`src/rtl/uart_cmd_pkg.sv`:
```
// uart_cmd_pkg: shared states, command bytes, argument counts and ack codes for uart_cmd_sequencer
package uart_cmd_pkg;
    typedef enum logic [1:0] {IDLE, ARGS, WRITE} state_t;
    localparam logic [7:0] CMD_RED_ON    = "R";
    localparam logic [7:0] CMD_RED_OFF   = "r";
    localparam logic [7:0] CMD_GREEN_ON  = "G";
    localparam logic [7:0] CMD_GREEN_OFF = "g";
    localparam logic [7:0] CMD_BLUE_ON   = "B";
    localparam logic [7:0] CMD_BLUE_OFF  = "b";
    localparam logic [7:0] CMD_LEVEL     = "L";
    localparam logic [7:0] CMD_PIXEL     = "P";
    localparam int LEVEL_ARGS = 1;
    localparam int PIXEL_ARGS = 5;
    localparam logic [7:0] ACK_OK  = 8'h4B;
    localparam logic [7:0] ACK_ERR = 8'h21;
    function automatic logic [2:0] arg_count(input logic pixel);
        return pixel ? 3'(PIXEL_ARGS) : 3'(LEVEL_ARGS);
    endfunction
endpackage

```
`src/rtl/uart_cmd_sequencer_if.sv`:
```
// uart_cmd_sequencer_if: received-byte strobe plus framebuffer pixel-write handshake
interface uart_cmd_sequencer_if #(
    parameter int ROW_BITS = 5,
    parameter int COL_BITS = 6
);
    logic [7:0]                   rx_data;
    logic                         rx_valid;
    logic                         rx_invalid;
    logic                         fb_wr_valid;
    logic                         fb_wr_ready;
    logic [ROW_BITS+COL_BITS-1:0] fb_wr_addr;
    logic [23:0]                  fb_wr_data;
    modport master (
        input  rx_data, rx_valid, rx_invalid, fb_wr_ready,
        output fb_wr_valid, fb_wr_addr, fb_wr_data
    );
    modport slave (
        output rx_data, rx_valid, rx_invalid, fb_wr_ready,
        input  fb_wr_valid, fb_wr_addr, fb_wr_data
    );
endinterface

```
`src/rtl/cmd_timeout.sv`:
```
// cmd_timeout: saturating inter-byte counter; expire holds while parked at the terminal count
module cmd_timeout #(
    parameter int MAX_COUNT = 532000,
    parameter int WIDTH     = 20
) (
    input  logic clk_in,
    input  logic reset,
    input  logic clr,
    input  logic en,
    output logic expire
);
    localparam logic [WIDTH-1:0] TERM = WIDTH'(MAX_COUNT - 1);
    logic [WIDTH-1:0] cnt_q, cnt_d;
    // count up while enabled, stop at the terminal value instead of wrapping
    always_comb cnt_d = clr ? '0 : (en && cnt_q != TERM) ? cnt_q + 1'b1 : cnt_q;
    // counter register
    always_ff @(posedge clk_in) begin
        if (reset) cnt_q <= '0;
        else       cnt_q <= cnt_d;
    end
    assign expire = cnt_q == TERM;
endmodule

```
`src/rtl/uart_cmd_sequencer.sv`:
```
// uart_cmd_sequencer: UART byte command parser driving enables, brightness and pixel writes (optional CMD_ACK_EN ack channel)
module uart_cmd_sequencer
    import uart_cmd_pkg::*;
#(
    parameter int COLS           = 64,
    parameter int ROWS           = 32,
    parameter int COL_BITS       = 6,
    parameter int ROW_BITS       = 5,
    parameter int TIMEOUT_CYCLES = 532000,
    parameter int TIMEOUT_WIDTH  = 20
) (
    input  logic                        clk_in,
    input  logic                        reset,
    uart_cmd_sequencer_if.master        bus,
    output logic                        enable_red,
    output logic                        enable_green,
    output logic                        enable_blue,
    output logic [7:0]                  brightness,
    output logic                        cmd_error,
`ifdef CMD_ACK_EN
    output logic [7:0]                  ack_data,
    output logic                        ack_valid,
    input  logic                        ack_ready,
    output logic                        ack_overflow,
`endif
    output logic                        busy
);
    state_t                       state_q, state_d;
    logic [2:0]                   idx_q, idx_d;
    logic                         pix_q, pix_d;
    logic [3:0][7:0]              arg_q, arg_d;
    logic [2:0]                   en_q, en_d;
    logic [7:0]                   bri_q, bri_d;
    logic [ROW_BITS+COL_BITS-1:0] addr_q, addr_d;
    logic [23:0]                  data_q, data_d;
    logic                         err_q, err_d;
    logic                         ok, expire, last, coord_ok;

    cmd_timeout #(.MAX_COUNT(TIMEOUT_CYCLES), .WIDTH(TIMEOUT_WIDTH)) u_timeout (
        .clk_in (clk_in),
        .reset  (reset),
        .clr    (state_q != ARGS || bus.rx_valid),
        .en     (state_q == ARGS),
        .expire (expire)
    );

    assign last     = (idx_q + 3'd1) == arg_count(pix_q);
    assign coord_ok = 32'(arg_q[0]) < COLS && 32'(arg_q[1]) < ROWS;

    // command decode, argument collection and write handshake; ok marks a completed command
    always_comb begin
        state_d = state_q;
        idx_d   = idx_q;
        pix_d   = pix_q;
        arg_d   = arg_q;
        en_d    = en_q;
        bri_d   = bri_q;
        addr_d  = addr_q;
        data_d  = data_q;
        err_d   = 1'b0;
        ok      = 1'b0;
        case (state_q)
            IDLE: begin
                if (bus.rx_valid && bus.rx_invalid) err_d = 1'b1;
                else if (bus.rx_valid) begin
                    case (bus.rx_data)
                        CMD_RED_ON:    begin en_d[2] = 1'b1; ok = 1'b1; end
                        CMD_RED_OFF:   begin en_d[2] = 1'b0; ok = 1'b1; end
                        CMD_GREEN_ON:  begin en_d[1] = 1'b1; ok = 1'b1; end
                        CMD_GREEN_OFF: begin en_d[1] = 1'b0; ok = 1'b1; end
                        CMD_BLUE_ON:   begin en_d[0] = 1'b1; ok = 1'b1; end
                        CMD_BLUE_OFF:  begin en_d[0] = 1'b0; ok = 1'b1; end
                        CMD_LEVEL:     begin state_d = ARGS; pix_d = 1'b0; idx_d = '0; end
                        CMD_PIXEL:     begin state_d = ARGS; pix_d = 1'b1; idx_d = '0; end
                        default:       err_d = 1'b1;
                    endcase
                end
            end
            ARGS: begin
                if (bus.rx_valid && bus.rx_invalid) begin
                    state_d = IDLE;
                    err_d   = 1'b1;
                end else if (bus.rx_valid) begin
                    idx_d = idx_q + 3'd1;
                    if (!last) arg_d[idx_q[1:0]] = bus.rx_data;
                    else begin
                        state_d = IDLE;
                        if (!pix_q) begin
                            bri_d = bus.rx_data;
                            ok    = 1'b1;
                        end else if (coord_ok) begin
                            state_d = WRITE;
                            addr_d  = {arg_q[1][ROW_BITS-1:0], arg_q[0][COL_BITS-1:0]};
                            data_d  = {arg_q[2], arg_q[3], bus.rx_data};
                        end else err_d = 1'b1;
                    end
                end else if (expire) begin
                    state_d = IDLE;
                    err_d   = 1'b1;
                end
            end
            WRITE: begin
                err_d = bus.rx_valid;
                if (bus.fb_wr_ready) begin
                    state_d = IDLE;
                    ok      = 1'b1;
                end
            end
            default: state_d = IDLE;
        endcase
    end

    // state and output registers
    always_ff @(posedge clk_in) begin
        if (reset) begin
            state_q <= IDLE;
            idx_q   <= '0;
            pix_q   <= 1'b0;
            arg_q   <= '0;
            en_q    <= 3'b111;
            bri_q   <= 8'hFF;
            addr_q  <= '0;
            data_q  <= '0;
            err_q   <= 1'b0;
        end else begin
            state_q <= state_d;
            idx_q   <= idx_d;
            pix_q   <= pix_d;
            arg_q   <= arg_d;
            en_q    <= en_d;
            bri_q   <= bri_d;
            addr_q  <= addr_d;
            data_q  <= data_d;
            err_q   <= err_d;
        end
    end

    assign enable_red      = en_q[2];
    assign enable_green    = en_q[1];
    assign enable_blue     = en_q[0];
    assign brightness      = bri_q;
    assign cmd_error       = err_q;
    assign busy            = state_q != IDLE;
    assign bus.fb_wr_valid = state_q == WRITE;
    assign bus.fb_wr_addr  = addr_q;
    assign bus.fb_wr_data  = data_q;

`ifdef CMD_ACK_EN
    logic       ack_valid_q, ack_valid_d, ack_ovf_q, ack_ovf_d, ack_free;
    logic [7:0] ack_data_q, ack_data_d;
    // one-entry ack holder; an ack that finds it occupied (or a second ack in the same cycle) is dropped and flagged
    always_comb begin
        ack_free    = !ack_valid_q || ack_ready;
        ack_valid_d = ack_valid_q && !ack_ready;
        ack_data_d  = ack_data_q;
        ack_ovf_d   = ack_ovf_q;
        if ((err_d || ok) && ack_free) begin
            ack_valid_d = 1'b1;
            ack_data_d  = err_d ? ACK_ERR : ACK_OK;
        end
        if ((err_d || ok) && (!ack_free || (err_d && ok))) ack_ovf_d = 1'b1;
    end
    // ack registers
    always_ff @(posedge clk_in) begin
        if (reset) begin
            ack_valid_q <= 1'b0;
            ack_data_q  <= '0;
            ack_ovf_q   <= 1'b0;
        end else begin
            ack_valid_q <= ack_valid_d;
            ack_data_q  <= ack_data_d;
            ack_ovf_q   <= ack_ovf_d;
        end
    end
    assign ack_valid    = ack_valid_q;
    assign ack_data     = ack_data_q;
    assign ack_overflow = ack_ovf_q;
`else
    logic unused_ok;
    assign unused_ok = ok;
`endif
endmodule

```
`src/flat_wrapper.sv`:
```
// flat-port wrapper written by rule: the top's interface ports become plain ports
module uart_cmd_sequencer_flat import uart_cmd_pkg::*;
#(
    parameter int COLS           = 64,
    parameter int ROWS           = 32,
    parameter int COL_BITS       = 6,
    parameter int ROW_BITS       = 5,
    parameter int TIMEOUT_CYCLES = 532000,
    parameter int TIMEOUT_WIDTH  = 20
)
  (clk_in, reset, enable_red, enable_green, enable_blue, brightness, cmd_error, busy, bus_rx_data, bus_rx_valid, bus_rx_invalid, bus_fb_wr_ready, bus_fb_wr_valid, bus_fb_wr_addr, bus_fb_wr_data);
  uart_cmd_sequencer_if #(.ROW_BITS(ROW_BITS), .COL_BITS(COL_BITS)) bus_i ();
  input  logic clk_in;
  input  logic reset;
  output logic enable_red;
  output logic enable_green;
  output logic enable_blue;
  output logic [7:0] brightness;
  output logic cmd_error;
  output logic busy;
  input wire logic [$bits(bus_i.rx_data)-1:0] bus_rx_data;
  input wire logic [$bits(bus_i.rx_valid)-1:0] bus_rx_valid;
  input wire logic [$bits(bus_i.rx_invalid)-1:0] bus_rx_invalid;
  input wire logic [$bits(bus_i.fb_wr_ready)-1:0] bus_fb_wr_ready;
  output wire logic [$bits(bus_i.fb_wr_valid)-1:0] bus_fb_wr_valid;
  output wire logic [$bits(bus_i.fb_wr_addr)-1:0] bus_fb_wr_addr;
  output wire logic [$bits(bus_i.fb_wr_data)-1:0] bus_fb_wr_data;
  assign bus_i.rx_data = bus_rx_data;
  assign bus_i.rx_valid = bus_rx_valid;
  assign bus_i.rx_invalid = bus_rx_invalid;
  assign bus_i.fb_wr_ready = bus_fb_wr_ready;
  assign bus_fb_wr_valid = bus_i.fb_wr_valid;
  assign bus_fb_wr_addr = bus_i.fb_wr_addr;
  assign bus_fb_wr_data = bus_i.fb_wr_data;
  uart_cmd_sequencer #(.COLS(COLS), .ROWS(ROWS), .COL_BITS(COL_BITS), .ROW_BITS(ROW_BITS), .TIMEOUT_CYCLES(TIMEOUT_CYCLES), .TIMEOUT_WIDTH(TIMEOUT_WIDTH)) u_core (.clk_in(clk_in), .reset(reset), .bus(bus_i), .enable_red(enable_red), .enable_green(enable_green), .enable_blue(enable_blue), .brightness(brightness), .cmd_error(cmd_error), .busy(busy));
endmodule
```
`config.mk`:
```
export PLATFORM = sky130hd
export DESIGN_NAME = uart_cmd_sequencer_flat
export DESIGN_NICKNAME = d
export VERILOG_FILES = /design/src/rtl/uart_cmd_pkg.sv /design/src/rtl/uart_cmd_sequencer_if.sv /design/src/rtl/cmd_timeout.sv /design/src/rtl/uart_cmd_sequencer.sv /design/src/flat_wrapper.sv
export SDC_FILE = /design/constraint.sdc
export NUM_CORES = 1
export LEC_CHECK = 0
export CELL_PAD_IN_SITES_DETAIL_PLACEMENT = 1
export CELL_PAD_IN_SITES_GLOBAL_PLACEMENT = 1
export CORE_MARGIN = 4
export CORE_UTILIZATION = 39
export CTS_BUF_LIST = sky130_fd_sc_hd__clkbuf_4 sky130_fd_sc_hd__clkbuf_8
export CTS_CLUSTER_DIAMETER = 200
export CTS_CLUSTER_SIZE = 14
export DETAILED_ROUTE_END_ITERATION = 8
export GPL_TIMING_DRIVEN = 0
export PLACE_DENSITY_LB_ADDON = 0.1
export SETUP_SLACK_MARGIN = 0.4
export SLEW_MARGIN = 25
export SYNTH_ARGS = -nofsm -noshare
export SYNTH_HDL_FRONTEND = slang
export SYNTH_SLANG_ARGS = --single-unit
```
`constraint.sdc`:
```
create_clock -name clk_in -period 1.6 [get_ports clk_in]
set_input_delay 0.16 -clock clk_in [delete_from_list [all_inputs] [get_ports clk_in]]
set_output_delay 0.16 -clock clk_in [all_outputs]
set_load 0.02 [all_outputs]
```
* After elaboration in Yosys (flattened, before gate mapping)
Index checks and enable logic that the tools add are counted.
** Cells by class
- Add/sub/neg operators :: 2
- Multipliers :: 0
- Div/mod/pow operators :: 0
- $lt $le $gt $ge :: 4
- Eq/ne operators :: 22
- Shifts and indexed selects :: 0
- Multiplexer cells :: 35
- Bitwise logic cells :: 3
- Reduce and logical (&&, ||, !) cells :: 24
** Operator list (count)
- $eq A8 B7 Y1 const B :: 8
- $bwmux W32 :: 1
- $add A20 B1 Y20 const B :: 1
- $eq A20 B20 Y1 const B :: 1
- $mux W2 :: 10
- $ne A20 B20 Y1 const B :: 1
- $reduce_and A4 Y1 :: 5
- $mux W3 :: 6
- $reduce_and A6 Y1 :: 3
- $demux W8 S2 :: 1
- $ne A2 B2 Y1 const B :: 6
- $reduce_bool A2 Y1 :: 6
- $mux W1 :: 9
- $lt A8 B6 Y1 const B :: 1
- $lt A8 B7 Y1 const B :: 1
- $mux W8 :: 1
- $ne A4 B2 Y1 const B :: 2
- $pmux W1 S2 :: 4
- $reduce_or A8 Y1 :: 1
- $pmux W2 S3 :: 1
- $pmux W3 S2 :: 1
- $reduce_and A5 Y1 :: 1
- $logic_and A1 B1 Y1 :: 4
- $reduce_or A2 Y1 :: 2
- 11 further kinds :: 13
** Word-level totals
- Register bits :: 105
- Latch bits :: 0
- Memory bits (writable) :: 0
- Bits in read-only memories :: 0
- Bits of input ports :: 13
- Output and inout bits :: 49
- Logic and storage cells :: 105
- Memories :: 0

* Depth between registers and ports, before layout
Gate-level depths: netlist of the first run.
- Word-level depth :: 8
- Mapped depth :: 8
- Gate-level depth less buffers :: 6

* Cells and area by module
A second synthesis of the first run with hierarchy kept.
** Second synthesis, totals
- Cell total of the unflattened synthesis :: 478
- Area total of the unflattened synthesis :: 4640.7 sq um
** Modules (own cells, without submodules)
- uart_cmd_sequencer :: times used 1, cells an instance 358, area an instance 3636.0 sq um
- cmd_timeout :: times used 1, cells an instance 120, area an instance 1004.7 sq um

* Least setup slack after synthesis of the first run
No wires, ideal clock.
- Path type :: register to register
- Start point :: reg u_core.idx_q[0]
- End point :: reg u_core.data_q[1], in the netlist u_core.bus.fb_wr_data[1]
- Arrival :: 1.688 ns
- Required time :: 1.472 ns
- Path slack :: -0.216 ns
- Stages on the path, launching flop included :: 9
- Buffers on the path :: 2
- Cells stage by stage :: dfxtp_1 > ha_1 > xnor3_2 > nand3_1 > nor4_2 > buf_6 > buf_12 > mux2i_1 > nor2_1
** Between the ends
- Cells in the longest elaborated chain, start to end :: 3
** RTL lines
- from (decl) :: line uart_cmd_sequencer.sv:29 : logic [2:0] idx_q, idx_d;
- from (signal assigned) :: line uart_cmd_sequencer.sv:127 : idx_q <= idx_d;
- $add A3 B1 Y3 :: line uart_cmd_sequencer.sv:47 : assign last = (idx_q + 3'd1) == arg_count(pix_q);
- $eq A3 B3 Y1 :: line uart_cmd_sequencer.sv:47
- $reduce_and A6 Y1 (no line)
- to (signal assigned) :: line uart_cmd_sequencer.sv:133 : data_q <= data_d;
- to (decl) :: line uart_cmd_sequencer.sv:35 : logic [23:0] data_q, data_d;
Every way passes these cells.
A chain may end at the register's enable or synchronous reset.

* Worst setup path in the final report of the first run
- Start point :: reg u_core.arg_q[13] in the netlist's numbering
- End point :: reg u_core.data_q[1], in the netlist u_core.bus.fb_wr_data[1]
** Between the ends
- Cells in the longest elaborated chain, start to end :: 3
** RTL lines
- from (decl) :: line uart_cmd_sequencer.sv:31 : logic [3:0][7:0] arg_q, arg_d;
- from (signal assigned) :: line uart_cmd_sequencer.sv:129 : arg_q <= arg_d;
- $lt A8 B6 Y1 :: line uart_cmd_sequencer.sv:48 : assign coord_ok = 32'(arg_q[0]) < COLS && 32'(arg_q[1]) < ROWS;
- $logic_and A1 B1 Y1 :: line uart_cmd_sequencer.sv:48
- $reduce_and A6 Y1 (no line)
Every way passes these cells.

==> impl_metrics.toml, run 1 <==
[floorplan]
start_util_pct = 40.08
coreArea_um2 = 10890
die_y_um = 113.8
dieWidth_um = 113.8
num_rows = 38
dieArea_um2 = 12950
ioPinCount = 62

[routing]
wl_per_cell_um = 20.99
wl_um = 15720
viasPerCell = 5.348
via_count = 4006
postRouteAntennaNets = 0
drc_errors = 0
dr.pass1.iters = 4
drt_iter0_drc = 169

[power_and_ir_drop]
vdd_drop_max_mv = 0.7197
p_sw_share_pct = 24.45
static-leakage-power_nw = 2.458
power.switching_mw = 1.108
fin_total_pwr_mw = 4.535
p_per_area_nw_per_um2 = 679.6
pwr-share-clk_pct = 39.0
power.internal_mw = 3.426
p_comb_share_pct = 3.8
p_seq_share_pct = 57.1

[clocking]
tritoncts = "built"
cts_sinks = 105
clock_path_buffers = 2
cts_made_buffers = 9
clk_latency_ns = 0.39
cts-root-buf = "clkbuf_8"
htree_num_levels = 3
cts_hold_buf = 0
cts.clk_slew.worst_paths_ns = 0.10

[synth]
async_reset_ff_share_pct = 0
yosysMostFrequentCell = "dfxtp_1"
synth-seq-cells = 105
yosys.area.top_type_share_pct = 48.17
syn_nets = 486
synth_area_per_cell_um2 = 9.325
syn-instance-count = 468
synthTopCellsByArea = "dfxtp_1 48%, mux2i_1 14%, nor2_1 7.0%, a21oi_1 3.1%, nand2_1 2.4%"
synth.cell_area_um2 = 4364
yosysWarnings = 0
synth_edf_count = 0
yosysUniqueCellTypes = 47
synthFlopType = "dfxtp_1"
ys_seq_area_share_pct = 48.17
synth.largest_area_cell = "dfxtp_1"
ys_top_cells_by_count = "105 x dfxtp_1, 81 x nor2_1, 59 x mux2i_1"

[global_route]
grt_pass1_vias = 4119
gr-total-overflow = 0
grt_max_degree = 18
grt_pass1_wl_um = 22230
grt_usage_pct = 22.16
antenna_found_initial = 0

[status]
violations = "negative setup slack"
status = "finished, violations left"

[sta]
setup_tns_ns = -17.57
fin_crit_ns = 1.896
fin_crit_sh_pct = 118.5
hold_viol_final = 0
final-setup-viol-count = 93
maxSlewViolCount = 0
finalClockSkew_ns = 0.009270
rsz0062_at_grt = "yes"
timing.slew.headroom_pct = 52.94
max_freq_mhz = 527.4
whs_ns = 0.1617
final.setup.worst_slack_ns = -0.2960
worst_pin_slew_ns = 0.7059

[placed_design]
port_buffers = 57
dp_slack_ns = -0.6808
place_congestion = 0.7659
hpwlAfterDp_um = 8171
post_dp_cell_area_um2 = 5351

[cells_and_area]
synthToLayoutAreaGrowth_pct = 52.90
n_antenna_cell = 0
nets = 622
drive_gt1_share_pct = 47.78
final_area_um2 = 6673

[critical_path]
startpoint_type = "register"
cp-end-kind = "register"
cp.arrival_ns = 2.17
worstPathRequired_ns = 1.87
cp_max_fo = 10
critPathKind = "register to register"

[run]
drv_cap = 0

[hold_path]
hp-class = "input pin to register"
-- what timing repair did --
| action | CTS | global route |
|---|---|---|
| cloned | 1 | 1 |
| setup buffers | 49 | 17 |
| resized for setup | 282 | 105 |
| pin swaps | 39 | 40 |
| endpoints found under the setup margin | 154 | 142 |
-- final cells by class --
cell class,count,area (um^2)
Tap cell,140,175.2
Sequential cell,105,2158
Clock inverter,5,62.56
Fill cell,1181,4215
Timing Repair Buffer,125,1065
Inverter,10,37.54
Multi-Input combinational cell,323,2731
Buffer,30,297.8
Clock buffer,11,145.1
-- metal layers --
metal  wire, um  vias up  global-route usage (%)
li1           -     1886                       -
met1       6520     2001                   25.80
met2       8294       94                   40.09
met3        593       25                   6.419
met4        310        0                   5.305
met5          0        -                       0
-- placed cells by master, fill, tap and decap left out, drive strengths merged, types with 6 or more instances in the layout --
cell / n
a21oi: 27
clkdlybuf4s15: 7
nor2: 81
o21ai: 14
nor3: 15
buf: 128
mux2i: 59
o211ai: 6
inv: 10
or3: 8
nand2: 28
dfxtp: 105
clkbuf: 25
nand3: 20
-- logic make-up after synthesis --
| logic type | after synthesis | share of synthesized area, % |
|---|---|---|
| AO/OA/AOI/OAI | 58 | 7.827 |
| XOR/XNOR | 11 | 2.551 |
| adder cells (fa/ha/maj) | 5 | 1.433 |
| buffers and inverters | 40 | 5.304 |
| flip-flops | 105 | 48.17 |
| multiplexers | 59 | 13.53 |
| AND/OR/NAND/NOR | 190 | 21.19 |
-- registers in the layout, summed over array words and instances (netlist names) --
signal                  count
u_core.arg_q               32
u_core.bus.fb_wr_data      24
u_core.u_timeout.cnt_q     20
u_core.bus.fb_wr_addr      11
u_core.brightness           8
u_core.en_q                 3
u_core.idx_q                3
u_core.state_q              2
u_core.cmd_error            1
u_core.pix_q                1
-- worst max-delay path, stage by stage, from the launching register on --
cell     delay [ns]
dfxtp_2        0.33
or4_4          0.56
nor4_4         0.26
buf_6          0.20
buf_12         0.15
mux2i_4        0.21
nor2_1         0.05
-- path summary, 6_finish.rpt --
kind,start,end,slack [ns],depth (start not counted)
min reg2reg,u_core.idx_q[2]$_SDFFE_PP0P_,u_core.idx_q[2]$_SDFFE_PP0P_,0.46,1
max reg2reg,u_core.arg_q[13]$_SDFFE_PP0P_,u_core.bus.fb_wr_data[1]$_SDFFE_PP0P_,-0.30,6
max,u_core.arg_q[13]$_SDFFE_PP0P_,u_core.bus.fb_wr_data[1]$_SDFFE_PP0P_,-0.30,6
min,bus_rx_data[5],u_core.arg_q[5]$_SDFFE_PP0P_,0.16,3
-- metrics by stage --
step	utilization, %	std cells
2_1_floorplan	-	468
3_3_place_gp	49.15	665
3_5_place_dp	49.15	665
4_1_cts	59.47	731
5_1_grt	61.28	749
6_report	61.28	749
-- power groups by stage --
stage                     clock (mW)  combinational [mW]  sequential (mW)
after detailed placement           0               0.155             2.67
after CTS                       1.81               0.163             2.59
after global placement             0               0.153             2.67
after floorplan                    0              0.0728             2.68
final                           1.77               0.173             2.59
after global routing            1.92               0.185             2.59
Note: power is estimated with default switching activity, not from simulation.
==> run 2: changes to the inputs <==
- TNS_END_PERCENT: not set -> 1
==> run 2 against run 1 <==
The flow still finishes with violations (negative setup slack). Register-to-register slack about the same. Non-clock buffer count down 64. First-iteration DRC count down 7.1%. Largest power group unchanged. Hold slack worse by 0.014 ns.
==> impl_metrics.toml, run 2 (synthesis gave the netlist of run 1 again) <==
[status]
status = "finished, violations left"
violations = "negative setup slack"

[placed_design]
post_dp_cell_area_um2 = 5134
dp_slack_ns = -0.6842
placedCellCount = 665
place_congestion = 0.7962
hpwlAfterDp_um = 7980
port_buffers = 57

[critical_path]
critPathCapture = "u_core.bus.fb_wr_data[1]$_SDFFE_PP0P_"
path_depth = 6
worstSetupStartpoint = "u_core.arg_q[13]$_SDFFE_PP0P_"
worstRegToRegCells = 6
r2r-end = "u_core.bus.fb_wr_data[1]$_SDFFE_PP0P_"
worstPathRequired_ns = 1.86
startpoint_type = "register"
rrSetupSlack_ns = -0.28
cp-end-kind = "register"
cp.arrival_ns = 2.14
critPathKind = "register to register"
cp_num_buf_inv = 2
critPathMaxStageDelay_ns = 0.55
reg2reg_from = "u_core.arg_q[13]$_SDFFE_PP0P_"
path_cells = "or4_4 > nor4_4 > buf_6 > buf_12 > mux2i_4 > nor2_1"
cpLargestDelayFamily = "simple AND/OR/NAND/NOR gates"
cp_slowest_cell = "or4_4"
cp_max_fo = 10

[clocking]
cts.clk_slew.worst_paths_ns = 0.10
cts_made_buffers = 9
tritoncts = "built"
htree_num_levels = 3
cts-root-buf = "clkbuf_8"
cts_sinks = 105
clk_latency_ns = 0.38
clock_path_buffers = 2
cts_hold_buf = 0

[hold_path]
hp-class = "input pin to register"
whs_path_depth = 3

[sta]
setup_tns_ns = -13.30
maxSlewViolCount = 0
max_freq_mhz = 530.9
hold_viol_final = 0
worst_pin_slew_ns = 0.5509
final.setup.worst_slack_ns = -0.2837
fin_crit_ns = 1.884
whs_ns = 0.1476
final-setup-viol-count = 84
finalClockSkew_ns = 0.009999
timing.slew.headroom_pct = 63.27
rsz0062_at_grt = "yes"
fin_crit_sh_pct = 117.7

[floorplan]
dieArea_um2 = 12950
num_rows = 38
dieWidth_um = 113.8
die_y_um = 113.8
ioPinCount = 62
start_util_pct = 40.08
coreArea_um2 = 10890

[global_route]
grt_pass1_wl_um = 19840
grt_usage_pct = 19.36
gr-total-overflow = 0
antenna_found_initial = 0
grt_max_degree = 17
grt_pass1_vias = 3724

[power_and_ir_drop]
vdd_drop_max_mv = 0.4730
p_per_area_nw_per_um2 = 817.4
static-leakage-power_nw = 1.958

[cells_and_area]
mostFrequentLayoutCell = "dfxtp_1"
largest_reg_flops = 32
synthToLayoutAreaGrowth_pct = 29.33
drive_gt1_share_pct = 27.16
final_area_um2 = 5644
fill_cells = 1267
layout_common_cells = "90 x dfxtp_1, 81 x nor2_1, 50 x mux2i_1, 27 x buf_2, 26 x nand2_1"
n_antenna_cell = 0
regMostFlops = "u_core.arg_q"
nets = 558
instances_no_fill = 685

[routing]
wl_um = 11960
wl_per_cell_um = 17.46
via_count = 3576
drt_iter0_drc = 157
viasPerCell = 5.220
drc_errors = 0
dr.pass1.iters = 4
postRouteAntennaNets = 0

[run]
drv_cap = 0
-- run 2: cell count changes in the layout (fill, tap and decap cells not counted), moves of 7 or more --
cell	delta
buf_4	-30
a21oi_1	+19
buf_6	-24
buf_2	-18
nand3_1	+10
a21oi_2	-19
nand3_2	-7
clkdlybuf4s15_2	+16
nand2_1	+8
-- run 2: per-stage QoR --
stage                     util [%]  total power, mW
after floorplan                  -            2.745
after global placement       47.15            2.823
after detailed placement     47.15            2.825
after CTS                    51.69            4.668
after global routing         51.84            4.780
final                        51.84            4.614
-- run 2: per-layer routing --
layer	GRT usage (%)	wire, um	vias up
met4	6.492	165	0
met3	3.660	460	12
met5	0	0	-
met2	31.37	5500	59
li1	-	-	1757
met1	26.05	5831	1748
-- run 2: repair_timing --
item	4_1_cts	5_1_grt
setup buffers	4	0
pin swaps	15	3
setup endpoints to repair	154	124
resized for setup	212	60
endpoints found under the hold margin	0	0
-- run 2: power by group --
group / switching, mW / internal (mW) / leakage, nW
sequential: 0.000654 / 2.59 / 0.857
clock: 0.921 / 0.944 / 0.117
combinational: 0.113 / 0.0403 / 0.984
total: 1.04 / 3.58 / 1.96
-- run 2: cell type report --
class | count | area (um^2) | share of cell area, %
Timing Repair Buffer | 61 | 515.5 | 9.133
Tap cell | 140 | 175.2 | 3.104
Clock buffer | 12 | 146.4 | 2.594
Clock inverter | 4 | 76.32 | 1.352
Inverter | 10 | 37.54 | 0.6650
Buffer | 30 | 270.3 | 4.788
Multi-Input combinational cell | 323 | 2275 | 40.30
Sequential cell | 105 | 2148 | 38.06
-- run 2: worst min path at each step --
stage	start	endpoint	slack, ns
finish	bus_rx_data[3]	u_core.arg_q[3]$_SDFFE_PP0P_	0.15
detailed placement	u_core.arg_q[2]$_SDFFE_PP0P_	u_core.arg_q[2]$_SDFFE_PP0P_	0.46
CTS	bus_rx_data[3]	u_core.arg_q[3]$_SDFFE_PP0P_	0.14
floorplan	bus_rx_data[6]	u_core.arg_q[22]$_SDFFE_PP0P_	0.31
global route	bus_rx_data[3]	u_core.arg_q[3]$_SDFFE_PP0P_	0.16
global placement	u_core.arg_q[5]$_SDFFE_PP0P_	u_core.arg_q[5]$_SDFFE_PP0P_	0.45
-- run 2: worst min-delay path: stages --
cell,delay (ns)
buf_2,0.18
nand3_1,0.09
a21oi_1,0.05
==> run 3: changes to the inputs <==
==> constraint.sdc (replaced) <==
create_clock -name clk_in -period 1.6 [get_ports clk_in]
set_input_delay 0.24 -clock clk_in [delete_from_list [all_inputs] [get_ports clk_in]]
set_output_delay 0.24 -clock clk_in [all_outputs]
set_load 0.02 [all_outputs]
==> run 3 against run 2 <==
The run still ends with negative setup slack left. Register-to-register slack about the same. Design area fell by 3.0%. Worst setup slack improved by 0.010 ns. Routed wire length decreased by 1.9%. Clock skew up 0.00067 ns. First-iteration DRC count down 15%. Non-clock buffer count stayed put. Combinational power hardly changed. Die area did not move.
==> impl_metrics.toml, run 3 (synthesis gave the netlist of run 1 again) <==
[status]
status = "finished, violations left"
violations = "negative setup slack"

[hold_path]
hp-class = "input pin to register"
whs_path_depth = 3

[clocking]
clock_path_buffers = 2
clk_latency_ns = 0.38
cts_hold_buf = 0
tritoncts = "built"
cts_made_buffers = 9
htree_num_levels = 3
cts.clk_slew.worst_paths_ns = 0.10
cts_sinks = 105
cts-root-buf = "clkbuf_8"

[cells_and_area]
nets = 558
instances_no_fill = 685
layout_common_cells = "91 x dfxtp_1, 81 x nor2_1, 50 x mux2i_1, 48 x buf_2, 26 x nand2_1"
finish.utilization_pct = 50.30
regMostFlops = "u_core.arg_q"
drive_gt1_share_pct = 26.79
largest_reg_flops = 32
mostFrequentLayoutCell = "dfxtp_1"
synthToLayoutAreaGrowth_pct = 25.49
n_antenna_cell = 0

[critical_path]
cp_max_fo = 10
critPathKind = "register to register"
worstPathRequired_ns = 1.86
worstRegToRegCells = 8
cp-end-kind = "register"
startpoint_type = "register"
cp.arrival_ns = 2.13

[floorplan]
ioPinCount = 62
num_rows = 38
dieArea_um2 = 12950
start_util_pct = 40.08
coreArea_um2 = 10890
die_y_um = 113.8
dieWidth_um = 113.8

[placed_design]
placedCellCount = 665
hpwlAfterDp_um = 7980
dp_slack_ns = -0.7642
port_buffers = 57
place_congestion = 0.7962

[global_route]
grt_pass1_vias = 3623
antenna_found_initial = 0
gr-total-overflow = 0
grt_max_degree = 17
grt_pass1_wl_um = 19450
grt_usage_pct = 18.96

[power_and_ir_drop]
static-leakage-power_nw = 1.932
p_per_area_nw_per_um2 = 840.1
vdd_drop_max_mv = 0.4686

[run]
drv_cap = 0

[sta]
worst_pin_slew_ns = 0.5240
whs_ns = 0.2386
timing.slew.headroom_pct = 65.06
max_freq_mhz = 533.8
fin_crit_ns = 1.873
rsz0062_at_grt = "yes"
final.setup.worst_slack_ns = -0.2735
hold_viol_final = 0
fin_crit_sh_pct = 117.1
maxSlewViolCount = 0
final-setup-viol-count = 84
setup_tns_ns = -15.16
finalClockSkew_ns = 0.01067

[routing]
via_count = 3539
drt_iter0_drc = 133
viasPerCell = 5.166
dr.pass1.iters = 4
wl_per_cell_um = 17.12
drc_errors = 0
postRouteAntennaNets = 0
wl_um = 11730
[run 3: changes by cell type in the layout (fill, tap and decap cells not counted), sizes merged]
cell | previous run | this run
clkbuf | 24 | 22
buf | 47 | 73
clkdlybuf4s50 | 6 | 5
clkdlybuf4s15 | 23 | 0
[run 3: final cells by class]
type | instances | area, um^2
repair buffers | 61 | 376.6
flip-flops and latches | 105 | 2147
plain buffers | 30 | 266.5
well taps | 140 | 175.2
multi-input cells | 323 | 2251
fillers | 1282 | 5411
inverters | 10 | 37.54
clock buffers | 12 | 146.4
clock inverters | 4 | 76.32
[run 3: through the flow]
stage	total power, mW	instance area [um^2]
floorplan	2.745	4388
global placement	2.823	5134
detailed placement	2.825	5134
CTS	4.665	5379
global route	4.778	5477
finish	4.601	5477
[run 3: report_power, final]
group          switching [mW]  internal (mW)
logic                   0.113         0.0398
clock network           0.910          0.944
registers            0.000595           2.59
total                    1.02           3.58
[run 3: metal layers]
| layer | part of all wire, % | track usage (%) | vias up |
|---|---|---|---|
| met3 | 4.9 | 3.501 | 13 |
| met2 | 45 | 30.51 | 64 |
| met5 | 0 | 0 | - |
| met4 | 1.5 | 6.413 | 0 |
| li1 | - | - | 1760 |
| met1 | 49 | 25.74 | 1702 |
[run 3: path summary, 6_finish.rpt]
kind	startpoint	endpoint	slack [ns]
min	bus_rx_data[3]	u_core.arg_q[3]$_SDFFE_PP0P_	0.24
max	u_core.idx_q[0]$_SDFFE_PP0P_	u_core.bus.fb_wr_data[21]$_SDFFE_PP0P_	-0.27
min reg2reg	u_core.arg_q[2]$_SDFFE_PP0P_	u_core.arg_q[2]$_SDFFE_PP0P_	0.46
max reg2reg	u_core.idx_q[0]$_SDFFE_PP0P_	u_core.bus.fb_wr_data[21]$_SDFFE_PP0P_	-0.27
[run 3: critical path, stage by stage, from the launching register on]
cell	delay, ns
dfxtp_4	0.37
ha_4	0.17
xnor3_2	0.28
nand3_2	0.13
nor4_4	0.17
buf_6	0.19
buf_12	0.15
mux2i_2	0.22
nor2_1	0.06
[run 3: timing repair]
item / 4_1_cts / 5_1_grt
resized for setup: 264 / 32
pin swaps: 17 / 3
endpoints found under the setup margin: 154 / 112
buffers inserted: 4 / 0
